### config.mk
export PLATFORM = sky130hd
export DESIGN_NAME = fp32_seq_multiplier
export DESIGN_NICKNAME = d
export VERILOG_FILES = /design/src/rtl/fpu_pkg.sv /design/src/rtl/mant_seq_mul.sv /design/src/rtl/fp32_seq_multiplier.sv
export SDC_FILE = /design/constraint.sdc
export NUM_CORES = 1
export LEC_CHECK = 0
export ABC_AREA = 1
export CAP_MARGIN = 20
export CORE_ASPECT_RATIO = 1.75
export CORE_MARGIN = 3
export CORE_UTILIZATION = 40
export CTS_CLUSTER_DIAMETER = 150
export DETAILED_ROUTE_END_ITERATION = 10
export GPL_TIMING_DRIVEN = 0
export PLACE_DENSITY = 0.67
export SLEW_MARGIN = 20
export SYNTH_ARGS = -nofsm -noshare
export SYNTH_HDL_FRONTEND = slang
export SYNTH_SLANG_ARGS = --single-unit
### constraint.sdc
create_clock -name CLK -period 2.95 [get_ports CLK]
set_input_delay 0.885 -clock CLK [delete_from_list [all_inputs] [get_ports CLK]]
set_output_delay 0.885 -clock CLK [all_outputs]
set_load 0.03 [all_outputs]
### src/rtl/fpu_pkg.sv
// fpu_pkg: shared state encoding, field widths and FP32 constants for the sequential multiplier.
package fpu_pkg;
    typedef enum logic [2:0] {IDLE, UNPACK, MULT, NORM, ROUND, OUT_ARM, OUT_HOLD} FpMulState;
    localparam int EXP_W = 8;
    localparam int MAN_W = 23;
    localparam int SIG_W = 24;
    localparam int PROD_W = 48;
    localparam int EXP_BIAS = 127;
    localparam logic [31:0] QNAN = 32'h7FC00000;
    localparam logic [31:0] POS_INF = 32'h7F800000;
endpackage

### src/rtl/mant_seq_mul.sv
// mant_seq_mul: iterative shift-add 24x24 significand multiplier, RADIX_BITS multiplier bits per cycle.
module mant_seq_mul
    import fpu_pkg::*;
#(
    parameter int RADIX_BITS = 1
) (
    input  logic              clk,
    input  logic              rst_n,
    input  logic              start,
    input  logic [SIG_W-1:0]  a,
    input  logic [SIG_W-1:0]  b,
    output logic              done,
    output logic [PROD_W-1:0] prod
);
    localparam int STEPS = SIG_W / RADIX_BITS;
    localparam int CW = $clog2(STEPS);
    logic              busy;
    logic [CW-1:0]     step;
    logic [PROD_W-1:0] mcand;
    logic [PROD_W-1:0] partial;
    logic [SIG_W-1:0]  mplier;
    always_comb begin
        partial = '0;
        for (int i = 0; i < RADIX_BITS; i++)
            partial = mplier[i] ? partial + (mcand << i) : partial;
    end
    // done is high during the final step; prod is complete after that edge
    assign done = busy && step == CW'(STEPS - 1);
    always_ff @(posedge clk or negedge rst_n) begin
        if (!rst_n) begin
            busy   <= 1'b0;
            step   <= '0;
            prod   <= '0;
            mcand  <= '0;
            mplier <= '0;
        end else if (start) begin
            busy   <= 1'b1;
            step   <= '0;
            prod   <= '0;
            mcand  <= {{(PROD_W - SIG_W){1'b0}}, a};
            mplier <= b;
        end else if (busy) begin
            busy   <= !done;
            step   <= step + 1'b1;
            prod   <= prod + partial;
            mcand  <= mcand << RADIX_BITS;
            mplier <= mplier >> RADIX_BITS;
        end
    end
endmodule

### src/rtl/fp32_seq_multiplier.sv
// fp32_seq_multiplier: multi-cycle FP32 multiplier with RNE rounding, DAZ/FTZ, and a valid/ACK result hold.
module fp32_seq_multiplier
    import fpu_pkg::*;
#(
    parameter int RADIX_BITS = 1
) (
    input  logic        CLK,
    input  logic        RSTN,
    input  logic [31:0] A,
    input  logic [31:0] B,
    input  logic        In_valid,
    output logic        In_ready,
    output logic [31:0] Data,
    output logic        Data_valid,
    input  logic        ACK
);
    FpMulState          state, state_nxt;
    logic [31:0]        a_r, b_r;
    logic [PROD_W-2:0]  prod_n;
    logic signed [9:0]  exp_n;
    logic [EXP_W-1:0]   ea, eb;
    logic [MAN_W-1:0]   fa, fb;
    logic               sign, zero_any, inf_any, nan_any, special, accept, mul_start, mul_done;
    logic [31:0]        special_res, round_res;
    logic [PROD_W-1:0]  prod;
    logic [PROD_W-2:0]  prod_norm;
    logic signed [9:0]  exp_sum, exp_norm, exp_r;
    logic [SIG_W-1:0]   mant;
    logic [SIG_W:0]     m25;
    logic               round_up;

    assign ea = a_r[30:23];
    assign eb = b_r[30:23];
    assign fa = a_r[22:0];
    assign fb = b_r[22:0];
    assign sign = a_r[31] ^ b_r[31];
    // denormal inputs count as zero
    assign zero_any = ea == '0 || eb == '0;
    assign inf_any = (&ea && fa == '0) || (&eb && fb == '0);
    assign nan_any = (&ea && |fa) || (&eb && |fb);
    assign special = zero_any || inf_any || nan_any;
    assign special_res = (nan_any || (inf_any && zero_any)) ? QNAN :
                         inf_any ? {sign, POS_INF[30:0]} : {sign, 31'b0};

    mant_seq_mul #(.RADIX_BITS(RADIX_BITS)) u_mul (
        .clk(CLK),
        .rst_n(RSTN),
        .start(mul_start),
        .a({|ea, fa}),
        .b({|eb, fb}),
        .done(mul_done),
        .prod(prod)
    );

    // a dropped bit on the right shift is folded into the sticky position
    assign exp_sum = $signed({2'b0, ea}) + $signed({2'b0, eb}) - 10'(EXP_BIAS);
    assign exp_norm = exp_sum + $signed({9'b0, prod[PROD_W-1]});
    assign prod_norm = prod[PROD_W-1] ? {prod[PROD_W-1:2], |prod[1:0]} : prod[PROD_W-2:0];

    assign mant = prod_n[46:23];
    assign round_up = prod_n[22] && (|prod_n[21:0] || mant[0]);
    assign m25 = {1'b0, mant} + {{SIG_W{1'b0}}, round_up};
    assign exp_r = exp_n + $signed({9'b0, m25[SIG_W]});
    assign round_res = exp_r >= 10'sd255 ? {sign, POS_INF[30:0]} :
                       exp_r <= 10'sd0 ? {sign, 31'b0} : {sign, exp_r[7:0], m25[22:0]};

    always_ff @(posedge CLK or negedge RSTN) begin
        if (!RSTN) state <= IDLE;
        else state <= state_nxt;
    end

    always_comb begin
        state_nxt = state;
        case (state)
            IDLE:     state_nxt = In_valid ? UNPACK : IDLE;
            UNPACK:   state_nxt = special ? OUT_ARM : MULT;
            MULT:     state_nxt = mul_done ? NORM : MULT;
            NORM:     state_nxt = ROUND;
            ROUND:    state_nxt = OUT_ARM;
            OUT_ARM:  state_nxt = OUT_HOLD;
            OUT_HOLD: state_nxt = ACK ? IDLE : OUT_HOLD;
            default:  state_nxt = IDLE;
        endcase
    end

    always_comb begin
        In_ready = state == IDLE;
        accept = In_valid && In_ready;
        mul_start = state == UNPACK && !special;
    end

    // ACK seen during OUT_ARM may be stale from the previous pass, so only OUT_HOLD releases
    always_ff @(posedge CLK or negedge RSTN) begin
        if (!RSTN) begin
            a_r        <= '0;
            b_r        <= '0;
            prod_n     <= '0;
            exp_n      <= '0;
            Data       <= '0;
            Data_valid <= 1'b0;
        end else begin
            if (accept) begin
                a_r <= A;
                b_r <= B;
            end
            if (state == NORM) begin
                prod_n <= prod_norm;
                exp_n  <= exp_norm;
            end
            if (state == UNPACK && special) Data <= special_res;
            else if (state == ROUND) Data <= round_res;
            Data_valid <= state == OUT_ARM || (state == OUT_HOLD && !ACK);
        end
    end
endmodule

==> metrics.txt, run 1 <==
GR Overflow Total=0; CP required=3.45 ns; Fmax achieved=315 MHz; most common cell after layout, fill and taps aside=nand2_1; FP Rows=100; Ports=102; worst IR drop on VDD=539 uV; CTS tree=done; YS warnings=0; Initial Util=40.5%; Finished Cell Area=20800 sq um; Critical Path Source Type=register; antenna diode count=0; Worst-Skew Late Latency=0.58 ns; initial antenna violation count=0; antenna viol nets, final=0; fraction of registers with async set/reset=100%; Die Y=281 um; Post-DP Area=19100 sq um; Net Count, Synth=2545; final setup vio count=29; Filler cells=4378; Max H-tree Level=1; largest family of logic cells by synthesized area=simple AND/OR/NAND/NOR gates; Tcrit/Tclk final=108%; Final Critical Period=3.18 ns; post-synthesis sequential area ratio=41.1%; Vias=16128; Post-Synth Adder-Cell Area=5.09%; CTS hold repair buffers=0; Area growth syn-to-layout=20.5%; core area=42500 sq um; Final Hold Viols=0; Root Driver=clkbuf_16; Clock Pin Slew Worst Setup and Hold Paths=0.07 ns; final WL=56200 um; Synth Flop Type=dfrtp_1; TritonCTS Buffers=28; Tot GR Track Use=24.5%; drt pass-1 iters=5; Pleak=10.6 nW; # nets final=2721; Slew @ Worst Pin=0.978 ns; post-synth top area share=41.1%; utilization after layout=48.8%; first-pass GRT wire length=87200 um; Final WS setup=-0.225 ns; Pins Over Slew Limit=0; Syn Std Cell Area=17200 sq um; most frequent cells in the layout=nand2_1 (745), inv_1 (408), dfrtp_1 (282); 1st-iter DRT viols=937; worst-path cell chain=nand2_2 -> inv_2 -> ha_4 -> nand4_1 -> nor2_2 -> nand3_2 -> nor2_4 -> nand3_4 -> nor2_4 -> ha_4 -> ha_4 -> nand3_4 -> nor2_4 -> nand2_1 -> nand2_1 -> nand2_2 -> o21bai_4 -> nor2_8 -> nand2_4 -> buf_6 -> buf_8 -> o21ai_2; crit-path max FO=5; #FFs+latches synth=283; Post-Synth Simple-Gate Area=28.1%; multi-input combinational cell area=8550 sq um; Avg Vias per Cell=5.09; status=finished with violations; largest net degree at the start of global routing=94; mux cell area share after synthesis=1.76%; PD cells=1030 nW/um^2; Die W=163 um; drc violations=0; WP buf/inv=3; failing checks=setup timing; WP data arrival=3.67 ns; clk sinks=283; crit path capture type=register; ratio of cells with drive above 1 in the final layout=9.71%; register area=7080 sq um; Avg WL per Cell=17.7 um; Setup CP Type=register to register; die area=45700 sq um; Max-cap violations=0; Slew headroom=34.8%; RSZ-0062 raised after global routing=true; vias in the first global route=16591; port bufs=101; Synth cell types=46; clk buf depth=3; area share of xor/xnor cells in the synthesized design=1.88%; Post-synth EDFFs=0; post-synthesis compound-gate area fraction=11.2%; Placer Congestion=1.05; DP Wirelength=45000 um; hold crit path type=input port to asynchronous set/reset pin; final clock skew=0.0174 ns; slowest stage cell, crit path=dfrtp_1; CP delay by family, top=simple AND/OR/NAND/NOR gates; top post-synthesis cells by area=dfrtp_1 (41%), nand2_1 (17%), inv_1 (8.9%), ha_1 (4.9%), nor2_1 (4.6%); Largest stage delay, worst path=0.38 ns; Post-Syn Area per Cell=7.16 sq um; Post-Syn Instances=2408; area leader, netlist=dfrtp_1
-- stage by stage --
step	hold WS [ns]	std cells	total power, W	setup WS, ns	TNS [ns]
after floorplan	0.443	2408	0.0135	0.0251	0
after global placement	0.464	3070	0.0167	-11.09	-3144.28
after detailed placement	0.469	3073	0.0169	-0.749	-26.71
after CTS	0.141	3159	0.0213	-0.283	-6.50
after global routing	0.159	3167	0.0232	-0.366	-9.21
final	0.160	3167	0.0215	-0.225	-5.17
-- area by class of cell --
type                    count  share of cell area, %
flip-flops and latches    283                   34.1
inverters                 420                   7.63
plain buffers              70                   1.56
clock inverters            18                   1.29
well taps                 561                   3.38
multi-input cells        1633                   41.1
clock buffers              34                   3.73
repair buffers            148                   7.18
-- synthesized netlist by cell type (4+ instances only) --
cell / number
nand2_1: 762
inv_1: 410
dfrtp_1: 283
nor2_1: 211
nand3_1: 117
a21oi_1: 90
ha_1: 67
o21ai_0: 62
o22ai_1: 46
nand4_1: 42
clkbuf_1: 39
o211ai_1: 37
buf_2: 28
mux2_2: 27
xnor2_1: 20
a31oi_1: 19
nor3_1: 18
o221ai_1: 17
xor2_1: 17
o21ai_1: 14
nand3b_1: 12
o21bai_1: 11
o21ai_2: 10
inv_2: 9
or2_2: 7
and2_1: 4
buf_1: 4
-- power breakdown --
part	switching (W)	internal, W	leakage [nW]
Sequential	0.00133	0.00564	3.53
Clock	0.00164	0.00241	0.501
Combinational	0.00659	0.00386	6.62
Total	0.00957	0.0119	10.6
-- per-layer routing --
layer,vias up,share of wire [%],GRT usage (%)
met5,-,0,0
li1,7979,-,-
met2,405,54,47.1
met3,169,3.5,2.17
met1,7575,36,25.6
met4,0,6.7,14.2
-- final timing paths --
path                            start        to  slack, ns  cells after the start
min reg2reg                  Data[17]  Data[17]       0.47                      2
max in group asynchronous        RSTN    a_r[9]       1.55                      3
max                        prod_n[22]  Data[18]      -0.23                     22
min in group CLK             Data[17]  Data[17]       0.47                      2
min                              RSTN  Data[15]       0.16                      1
max reg2reg                prod_n[22]  Data[18]      -0.23                     22
-- registers in the layout (all words and copies together) (netlist names) --
signal / flops
u_mul.step: 5
u_mul.mcand: 48
u_mul.busy: 1
state: 3
exp_n: 10
Data_valid: 1
u_mul.prod: 48
Data: 32
u_mul.mplier: 24
prod_n: 47
a_r: 32
b_r: 32
-- cells by family (layout without fill, tap and decap cells) --
| logic type | Yosys count | after routing |
|---|---|---|
| simple gates | 1184 | 1184 |
| fa+ha+maj | 69 | 69 |
| buf+inv | 492 | 690 |
| flops | 283 | 283 |
| xor+xnor | 37 | 37 |
| compound gates | 316 | 316 |
| mux | 27 | 27 |
-- what timing repair did --
| item | 4_1_cts | 5_1_grt |
|---|---|---|
| pin swaps | 18 | 25 |
| endpoints found under the hold margin | 0 | 0 |
| setup endpoints to repair | 69 | 46 |
| gates resized for setup | 42 | 48 |
| setup buffers | 36 | 10 |
| cloned | 1 | 0 |
Power figures use the tool's default switching activity.
==> inputs of run 2 (changes only) <==
MAX_ROUTING_LAYER = met4   (was not set)
==> run 2 against run 1 <==
The flow still finishes with violations (setup timing). Clock-buffer cell count is 3 higher. Clock power decreased by 11%. Via count decreased by 0.79%. Largest cell class unchanged. Die area stayed put. Global-route usage increased by 1.4 points. Utilization is 0.85 points lower. Hold slack got worse by 0.0077 ns. Wire length rose by 2.1%. Non-clock buffer count fell by 17. Design area decreased by 1.7%. Combinational power hardly changed. First-iteration DRC count fell by 7.5%.
==> metrics.txt, run 2 (synthesis results as in run 1) <==
Slew @ Worst Pin=0.982 ns (was 0.978 ns); 1st-iter DRT viols=867 (was 937); Max-cap violations=0 (unchanged); Clock Pin Slew Worst Setup and Hold Paths=0.06 ns (was 0.07 ns); FP Rows=100 (unchanged); Final Critical Period=3.02 ns (was 3.18 ns); Filler cells=4416 (was 4378); Tot GR Track Use=26.0% (was 24.5%); first-pass GRT wire length=89300 um (was 87200 um); Tcrit/Tclk final=103% (was 108%); Final WS setup=-0.0747 ns (was -0.225 ns); hold slack=0.152 ns (was 0.160 ns); Pins Over Slew Limit=0 (unchanged); clk buf depth=3 (unchanged); largest net degree at the start of global routing=88 (was 94); final setup vio count=25 (was 29); most common cell after layout, fill and taps aside=nand2_1 (unchanged); drt pass-1 iters=5 (unchanged); CTS tree=done (unchanged); Avg Vias per Cell=5.09 (about the same); crit-path max FO=6 (was 5); RSZ-0062 raised after global routing=true (unchanged); clk sinks=283 (unchanged); vias in the first global route=16480 (was 16591); Setup CP Type=register to register (unchanged); Worst-Skew Late Latency=0.59 ns (was 0.58 ns); PD cells=1030 nW/um^2 (about the same); # nets final=2704 (was 2721); die area=45700 sq um (unchanged); crit path capture type=register (unchanged); failing checks=setup timing (unchanged); initial antenna violation count=0 (unchanged); final clock skew=0.0310 ns (was 0.0174 ns); CP required=3.46 ns (was 3.45 ns); Die W=163 um (unchanged); Critical Path Source Type=register (unchanged); antenna diode count=0 (unchanged); DP Wirelength=46600 um (was 45000 um); Max H-tree Level=1 (unchanged); drc violations=0 (unchanged); Area growth syn-to-layout=18.4% (was 20.5%); top flop regs=u_mul.mcand (48), u_mul.prod (48), prod_n (47) (unchanged); worst IR drop on VDD=614 uV (was 539 uV); GR Overflow Total=0 (unchanged); port bufs=101 (unchanged); Root Driver=clkbuf_16 (unchanged); Slew headroom=34.5% (was 34.8%); register area=7090 sq um (was 7080 sq um); Ports=102 (unchanged); ratio of cells with drive above 1 in the final layout=8.67% (was 9.71%); Placer Congestion=1.02 (was 1.05); most frequent cells in the layout=nand2_1 (751), inv_1 (408), dfrtp_1 (280) (was nand2_1 (745), inv_1 (408), dfrtp_1 (282)); Initial Util=40.5% (unchanged); Pleak=10.5 nW (was 10.6 nW); WP data arrival=3.53 ns (was 3.67 ns); final WL=57400 um (was 56200 um); Avg WL per Cell=18.2 um (was 17.7 um); hold crit path type=input port to asynchronous set/reset pin (unchanged); TritonCTS Buffers=28 (unchanged); Vias=16000 (was 16128); total negative slack=-1.16 ns (was -5.17 ns); multi-input combinational cell area=8490 sq um (was 8550 sq um); Final Hold Viols=0 (unchanged); Die Y=281 um (unchanged); status=finished with violations (unchanged); Fmax achieved=331 MHz (was 315 MHz); core area=42500 sq um (unchanged); antenna viol nets, final=0 (unchanged)
## run 2: layout make-up
cell class,instances,area share (%)
clock inverter,11,0.637
tap,561,3.44
timing repair buffer,130,6.50
inverter,420,7.73
sequential,283,34.7
clock buffer,37,3.79
buffer,71,1.61
multi-input combinational,1633,41.6
## run 2: routing by layer
layer | global-route usage, % | wire [um]
met1 | 26.7 | 20900
met2 | 48.7 | 30900
met3 | 2.09 | 2060
met4 | 13.3 | 3580
met5 | - | 0
## run 2: worst max-delay path, cell delays in order (launching register included)
cell and delay (ns):
dfrtp_1 0.41, nand2_2 0.11, nor2_2 0.13, nand4_1 0.16, nor2_2 0.16, nand3_2 0.11, nor2_4 0.11, nand3_2 0.11
nor2_4 0.15, ha_4 0.17, ha_4 0.15, nand3_2 0.09, nor2_2 0.11, nand2_1 0.06, nand2_1 0.08, nand2_2 0.08
o21bai_4 0.22, nor2_8 0.18, nand2_8 0.10, buf_8 0.16, o21ai_2 0.10
## run 2: repair_timing
item	in CTS	in global routing
cloned	1	0
pin swaps	14	14
buffers inserted	24	2
endpoints found under the setup margin	67	55
endpoints found under the hold margin	0	0
resized for setup	40	35
hold buffers	0	0
## run 2: worst paths after layout
path	to	slack, ns	depth (start not counted)	start
min in group CLK	prod_n[46]	0.48	2	prod_n[46]
worst max-delay path	Data[21]	-0.07	20	prod_n[31]
worst min-delay path	Data[16]	0.15	1	RSTN
max in group asynchronous	a_r[13]	1.20	4	RSTN
worst min register to register	prod_n[46]	0.48	2	prod_n[46]
worst max register to register	Data[21]	-0.07	20	prod_n[31]
## run 2: where the power goes
group	switching, W	total (W)	leakage, nW	internal (W)
Sequential	0.00136	0.00700	3.52	0.00564
Clock	0.00160	0.00361	0.431	0.00202
Combinational	0.00664	0.0104	6.51	0.00378
Total	0.00960	0.0210	10.5	0.0114
## run 2: metrics by stage
| stage | util, % | worst slack, ns | total power [W] | area (sq um) | instances |
|---|---|---|---|---|---|
| 2_1_floorplan | - | 0.0251 | 0.0135 | 17300 | 2408 |
| 3_3_place_gp | 44.6 | -11.04 | 0.0168 | 19000 | 3070 |
| 3_5_place_dp | 44.8 | -0.672 | 0.0170 | 19100 | 3073 |
| 4_1_cts | 47.7 | -0.141 | 0.0210 | 20300 | 3144 |
| 5_1_grt | 48.0 | -0.269 | 0.0227 | 20400 | 3146 |
| 6_report | 48.0 | -0.0747 | 0.0210 | 20400 | 3146 |
==> patch 1, RTL diff (config.mk and constraints of run 2) <==
The 7 states of `FpMulState` get a one-hot encoding in 7 bits.
--- a/src/rtl/fpu_pkg.sv
+++ b/src/rtl/fpu_pkg.sv
@@ -1,5 +1,5 @@
 // fpu_pkg: shared state encoding, field widths and FP32 constants for the sequential multiplier.
 package fpu_pkg;
-    typedef enum logic [2:0] {IDLE, UNPACK, MULT, NORM, ROUND, OUT_ARM, OUT_HOLD} FpMulState;
+    typedef enum logic [6:0] {IDLE = 7'b0000001, UNPACK = 7'b0000010, MULT = 7'b0000100, NORM = 7'b0001000, ROUND = 7'b0010000, OUT_ARM = 7'b0100000, OUT_HOLD = 7'b1000000} FpMulState;
     localparam int EXP_W = 8;
     localparam int MAN_W = 23;
Formal check against the unedited RTL: same outputs for any inputs over 4 cycles, from zero or initial values and one cycle with RSTN low; so few cycles prove little.
==> patch 1 against run 2 <==
  * The flow still finishes with violations (negative setup slack)
  * Non-clock buffer count increased by 9
  * Sequential cell count rose by 4
  * Cell area grew 1.4%
  * Setup slack worse by 340 ps
  * Routed wire length shrank 0.19%
  * Cell count is 2.2% higher
  * Power down 23%
  * Fmax decreased by 10%
  * Synthesized area about the same
  * Utilization rose by 0.67 points
  * Die area barely moved
  * Critical path type unchanged
  * Critical endpoint is now Data[27]
  * Largest power group is now registers
==> patch 1: results (changes against run 2) <==
status complete, but fails checks (unchanged); failing checks negative setup slack (unchanged); clk_skew 44.70 ps (was 31.02 ps); met1 usage 25.22% (was 26.66%); vias in the first global route 16302 (was 16480); drt via density 5.077 (was 5.086); sequential fraction of the synthesis area 41.64% (was 41.06%); TritonCTS Buffers 28 (unchanged); top_reg_cell synth dfrtp_1 (unchanged); Critical Path Slowest Stage Cell dfrtp_1 (unchanged); Synth Area in Compound Gates 8.544% (was 11.16%); top post-synthesis cells by count nand2_1, inv_1, dfrtp_1 (unchanged); fill count 4405 (was 4416); first-pass GRT wire length 88700 um (was 89310 um); H-Tree Depth 1 (unchanged); IO buf count 101 (unchanged); cell family with most CP delay simple AND/OR/NAND/NOR gates (unchanged); setup TNS -11130 ps (was -1158 ps); worst-case hold slack 135.0 ps (was 152.0 ps); Mapped Cells 2470 (was 2408); gpl congestion 1.002 (was 1.023); Slew @ Worst Pin 793.2 ps (was 982.4 ps); Starting DRT DRC Count 890 (was 867); layout cell share with drive strength beyond 1 8.179% (was 8.665%); detailed placer's ending HPWL 45860 um (was 46580 um); Post-Synth XOR/XNOR Area 2.132% (was 1.879%); placed cell count 3135 (was 3073); post-route setup slack -414.5 ps (was -74.67 ps); CTS Buffer Depth 3 (unchanged); final WL 57310 um (was 57410 um); met3 usage 1.725% (was 2.094%); Max FO, Critical Path 5 (was 6); met2 usage 49.38% (was 48.73%); Yosys cell types 45 (was 46); post-synthesis mux area share 0% (was 1.763%); Cell Count, Final, Fillers Out 3214 (was 3146); CP max stage delay 370 ps (was 410 ps); Synth area leaders dfrtp_1, nand2_1, inv_1 (unchanged); final net count 2769 (was 2704); leakage 10.90 nW (was 10.46 nW); Adder-Cell Fraction of Synth Area 5.091% (was 5.092%); Tmin final 3364 ps (was 3025 ps); Setup Viol. Count Final 31 (was 25); largest net degree at the start of global routing 95 (was 88); clk_lat worst skew 600 ps; VDD IR max 0.6092 mV (was 0.6143 mV); Synthesized Nets 2607 (was 2545); clk root buf clkbuf_16 (unchanged); Total GRT Usage 25.65% (was 25.96%)
[patch 1: final timing paths]
kind	start	endpoint	cells past startpoint
min in group CLK	u_mul.mplier[4]	u_mul.mplier[4]	2
max	prod_n[22]	Data[27]	27
min reg2reg	u_mul.mplier[4]	u_mul.mplier[4]	2
max reg2reg	prod_n[22]	Data[27]	27
max in group asynchronous	RSTN	state[0]	3
min	RSTN	u_mul.prod[34]	1
[patch 1: cell type report]
| cell class | instances | area (um2) | area share [%] |
|---|---|---|---|
| clock buffers | 38 | 808.3 | 3.904 |
| multi-input cells | 1803 | 8914 | 43.05 |
| well taps | 561 | 701.9 | 3.390 |
| plain buffers | 77 | 362.8 | 1.753 |
| repair buffers | 133 | 1353 | 6.533 |
| inverters | 302 | 1136 | 5.487 |
| clock inverters | 13 | 244.0 | 1.178 |
| flip-flops and latches | 287 | 7184 | 34.70 |
[patch 1: logic make-up (layout without fill, tap and decap cells)]
group           Yosys count  in the layout
compound gates          268            268
xor+xnor                 42             42
fa+ha+maj                69             69
buf+inv                 380            563
flops                   287            287
simple gates           1424           1424
[patch 1: repair_timing]
item                       CTS  global route
setup endpoints to repair   65            52
hold buffers                 0             0
cloned                       1             0
pin swaps                   25            21
setup buffers               18            10
resized for setup           52            48
[patch 1: where the power goes]
group          internal (mW)  switching [mW]  leakage [nW]  total (mW)
clock                   2.45            1.66         0.519        4.11
combinational           1.97            3.92          6.56        5.89
sequential              5.07            1.07          3.81        6.14
total                   9.49            6.65          10.9        16.1
[patch 1: layer usage]
metal  part of all wire [%]  routed length, um
met3                    3.4               1928
met2                     56              31810
met1                     35              19900
met4                    6.4               3667
met5                      0                  0
[patch 1: per-stage QoR]
| step | setup WS, ps | utilization [%] | cell area [um2] |
|---|---|---|---|
| 6_report | -414.5 | 48.67 | 20700 |
| 5_1_grt | -601.2 | 48.67 | 20700 |
| 4_1_cts | -467.9 | 48.15 | 20480 |
| 3_5_place_dp | -846.9 | 44.91 | 19110 |
| 3_3_place_gp | -11720 | 44.71 | 19020 |
| 2_1_floorplan | -107.0 | - | 17310 |
[patch 1: worst reg2reg max path, delay by kind of cell (launching register included)]
family	cells	cell delay, ps
fa+ha+maj	3	610
buf+inv	3	360
simple gates	21	1920
flops	1	370
==> patch 2, RTL diff (settings of run 2) <==
Made on the original files. Reset style: synchronous (`RSTN` and `rst_n`), changed in 3 clocked blocks.
--- a/src/rtl/mant_seq_mul.sv
+++ b/src/rtl/mant_seq_mul.sv
@@ -27,5 +27,5 @@
     // done is high during the final step; prod is complete after that edge
     assign done = busy && step == CW'(STEPS - 1);
-    always_ff @(posedge clk or negedge rst_n) begin
+    always_ff @(posedge clk) begin
         if (!rst_n) begin
             busy   <= 1'b0;
--- a/src/rtl/fp32_seq_multiplier.sv
+++ b/src/rtl/fp32_seq_multiplier.sv
@@ -65,5 +65,5 @@
                        exp_r <= 10'sd0 ? {sign, 31'b0} : {sign, exp_r[7:0], m25[22:0]};
 
-    always_ff @(posedge CLK or negedge RSTN) begin
+    always_ff @(posedge CLK) begin
         if (!RSTN) state <= IDLE;
         else state <= state_nxt;
@@ -91,5 +91,5 @@
 
     // ACK seen during OUT_ARM may be stale from the previous pass, so only OUT_HOLD releases
-    always_ff @(posedge CLK or negedge RSTN) begin
+    always_ff @(posedge CLK) begin
         if (!RSTN) begin
             a_r        <= '0;
Behaviour: differs if RSTN is asserted again (counterexample within 4 cycles, from zero or initial values and one cycle with RSTN low); with RSTN held inactive, the same outputs for 4 cycles.
==> patch 2 against run 2 <==
  * Synthesized area decreased by 3.9%
  * Routed wire length increased by 3.4%
  * Combinational power decreased by 41%
  * Setup slack improved by 160 ps
  * Sequential power decreased by 18%
  * Cell area decreased by 2.9%
  * Power decreased by 25%
  * Sequential cell count unchanged
  * Cell count increased by 5.6%
  * Critical endpoint is now Data[16]
  * Largest cell class unchanged
  * Highest routed layer unchanged
==> patch 2: results (changes against run 2) <==
detailed placer's ending HPWL 47770 um (was 46580 um); top post-synthesis cells by count nand2_1, inv_1, dfxtp_1 (was nand2_1, inv_1, dfrtp_1); layout cell share with drive strength beyond 1 7.506% (was 8.665%); Rel. slew slack 40.29% (was 34.51%); YS warnings 0 (unchanged); Critical Path Slowest Stage Cell dfxtp_1 (was dfrtp_1); leakage 8.629 nW (was 10.46 nW); kind of critical path flip-flop to flip-flop (unchanged); first-pass GRT wire length 91020 um (was 89310 um); Synth area leaders dfxtp_1, nand2_1, inv_1 (was dfrtp_1, nand2_1, inv_1); Diodes inserted 0 (unchanged); Total GRT Usage 27.02% (was 25.96%); Synthesized Nets 2736 (was 2545); drt via density 5.160 (was 5.086); clk_skew 15.65 ps (was 31.02 ps); sequential fraction of the synthesis area 34.18% (was 41.06%); Worst R2R Path Depth 17 (was 20); drt wl/cell 17.87 um (was 18.25 um); Initial DRT Pass Iterations 8 (was 5); Critical Path End Data[16] (was Data[21]); TritonCTS Buffers 28 (unchanged); Max FO, Critical Path 6 (unchanged); initial antenna violation count 0 (unchanged); biggest registers after layout u_mul.mcand: 48 flops, u_mul.prod: 48 flops, prod_n: 47 flops (unchanged); gpl congestion 1.025 (was 1.023); min-delay worst type flip-flop to flip-flop (was primary input to asynchronous set/reset pin); ys async rst share 0% (was 100.0%); IO buf count 101 (unchanged); VDD IR max 0.5282 mV (was 0.6143 mV); cell family with most CP delay simple AND/OR/NAND/NOR gates (unchanged); placed cell count 3250 (was 3073); status completed (was complete, but fails checks); largest net degree at the start of global routing 16 (was 88); top_reg_cell synth dfxtp_1 (was dfrtp_1); Worst Path Arrival 3360 ps (was 3530 ps); fill count 4385 (was 4416); Area after DPL 18280 um2 (was 19070 um2); Worst R2R Start prod_n[36] (was prod_n[31]); R2R Setup Slk 90 ps (was -70 ps); clk_lat worst skew 580 ps; H-Tree Depth 1 (unchanged); Starting DRT DRC Count 943 (was 867); Cell Count, Final, Fillers Out 3321 (was 3146); CP max stage delay 540 ps (was 410 ps); CTS clk-pin slew, worst paths 70 ps; vias in the first global route 16775 (was 16480); Yosys cell types 46 (unchanged); final net count 2886 (was 2704); CTS Buffer Depth 3 (unchanged); clk root buf clkbuf_16 (unchanged); Synth Area per Inst 6.378 um2 (was 7.163 um2)
[patch 2: cell types whose count changed after synthesis, sizes merged, moves of 27 or more]
cell / run 2 / this run
o22ai: 46 / 1
clkbuf: 39 / 78
a21oi: 90 / 242
o21ai: 86 / 198
nand3: 118 / 155
nand2: 765 / 687
mux2: 27 / 0
dfrtp: 283 / 0
inv: 419 / 376
o211ai: 37 / 5
a31oi: 19 / 73
dfxtp: 0 / 283
[patch 2: worst min path at each step]
stage                     depth (start not counted)          to  startpoint
after CTS                                         2     Data[6]     Data[6]
final                                             2    Data[10]    Data[10]
after detailed placement                          2     Data[6]     Data[6]
after floorplan                                   2  prod_n[46]  prod_n[46]
after global placement                            2  prod_n[46]  prod_n[46]
after global routing                              2     b_r[17]     b_r[17]
[patch 2: per-layer routing]
metal  global-route usage [%]  vias up  part of all wire (%)
li1                         -     8670                     -
met3                    2.162      170                   3.4
met4                    17.76        0                   7.8
met2                    50.34      458                    53
met5                        -        -                     0
met1                    26.93     7839                    36
[patch 2: report_power, final]
part | switching, mW | leakage (nW) | total [mW] | internal (mW)
registers | 0.984 | 2.31 | 5.72 | 4.74
clock network | 1.68 | 0.495 | 3.98 | 2.30
logic | 4.10 | 5.82 | 6.16 | 2.05
[patch 2: final cells by class]
cell class                      instances  area (um2)  share of cell area, %
Sequential cell                       283        5697                  28.74
Timing Repair Buffer                  121        1177                  5.941
Clock buffer                           34       763.2                  3.851
Buffer                                109       489.2                  2.468
Clock inverter                         18       259.0                  1.307
Inverter                              378        1421                  7.172
Tap cell                              550       688.2                  3.472
Multi-Input combinational cell       1828        9324                  47.05
[patch 2: timing repair]
action / CTS / global route
setup buffers: 10 / 9
cloned: 0 / 1
pin swaps: 8 / 13
endpoints found under the setup margin: 73 / 53
gates resized for setup: 46 / 68
hold buffers: 0 / 0
[patch 2: logic make-up (layout without fill, tap and decap cells)]
group	Yosys count	in the layout	share of synthesized area, %
DFF	283	283	34.18
buffers and inverters	488	660	11.35
and+or+nand+nor	1174	1174	29.51
adders and majority gates	69	69	5.298
AOI/OAI and AO/OA	541	541	17.34
xor gates and xnor gates	44	44	2.325
[patch 2: tightest hold or removal path: stages, from the launching register on]
cell     delay [ps]
dfxtp_1         310
nand2_1          60
a21oi_1          60
[patch 2: metrics by stage]
| stage | power (mW) | hold slack, ps | utilization (%) | setup WS [ps] |
|---|---|---|---|---|
| 6_report | 15.86 | 464.4 | 48.39 | 89.99 |
| 3_3_place_gp | 11.56 | 453.2 | 44.63 | -1277 |
| 4_1_cts | 15.71 | 468.9 | 47.64 | 10.69 |
| 3_5_place_dp | 11.66 | 459.8 | 44.63 | -1310 |
| 2_1_floorplan | 9.373 | 441.3 | - | 152.5 |
| 5_1_grt | 16.85 | 491.1 | 48.39 | -110.3 |
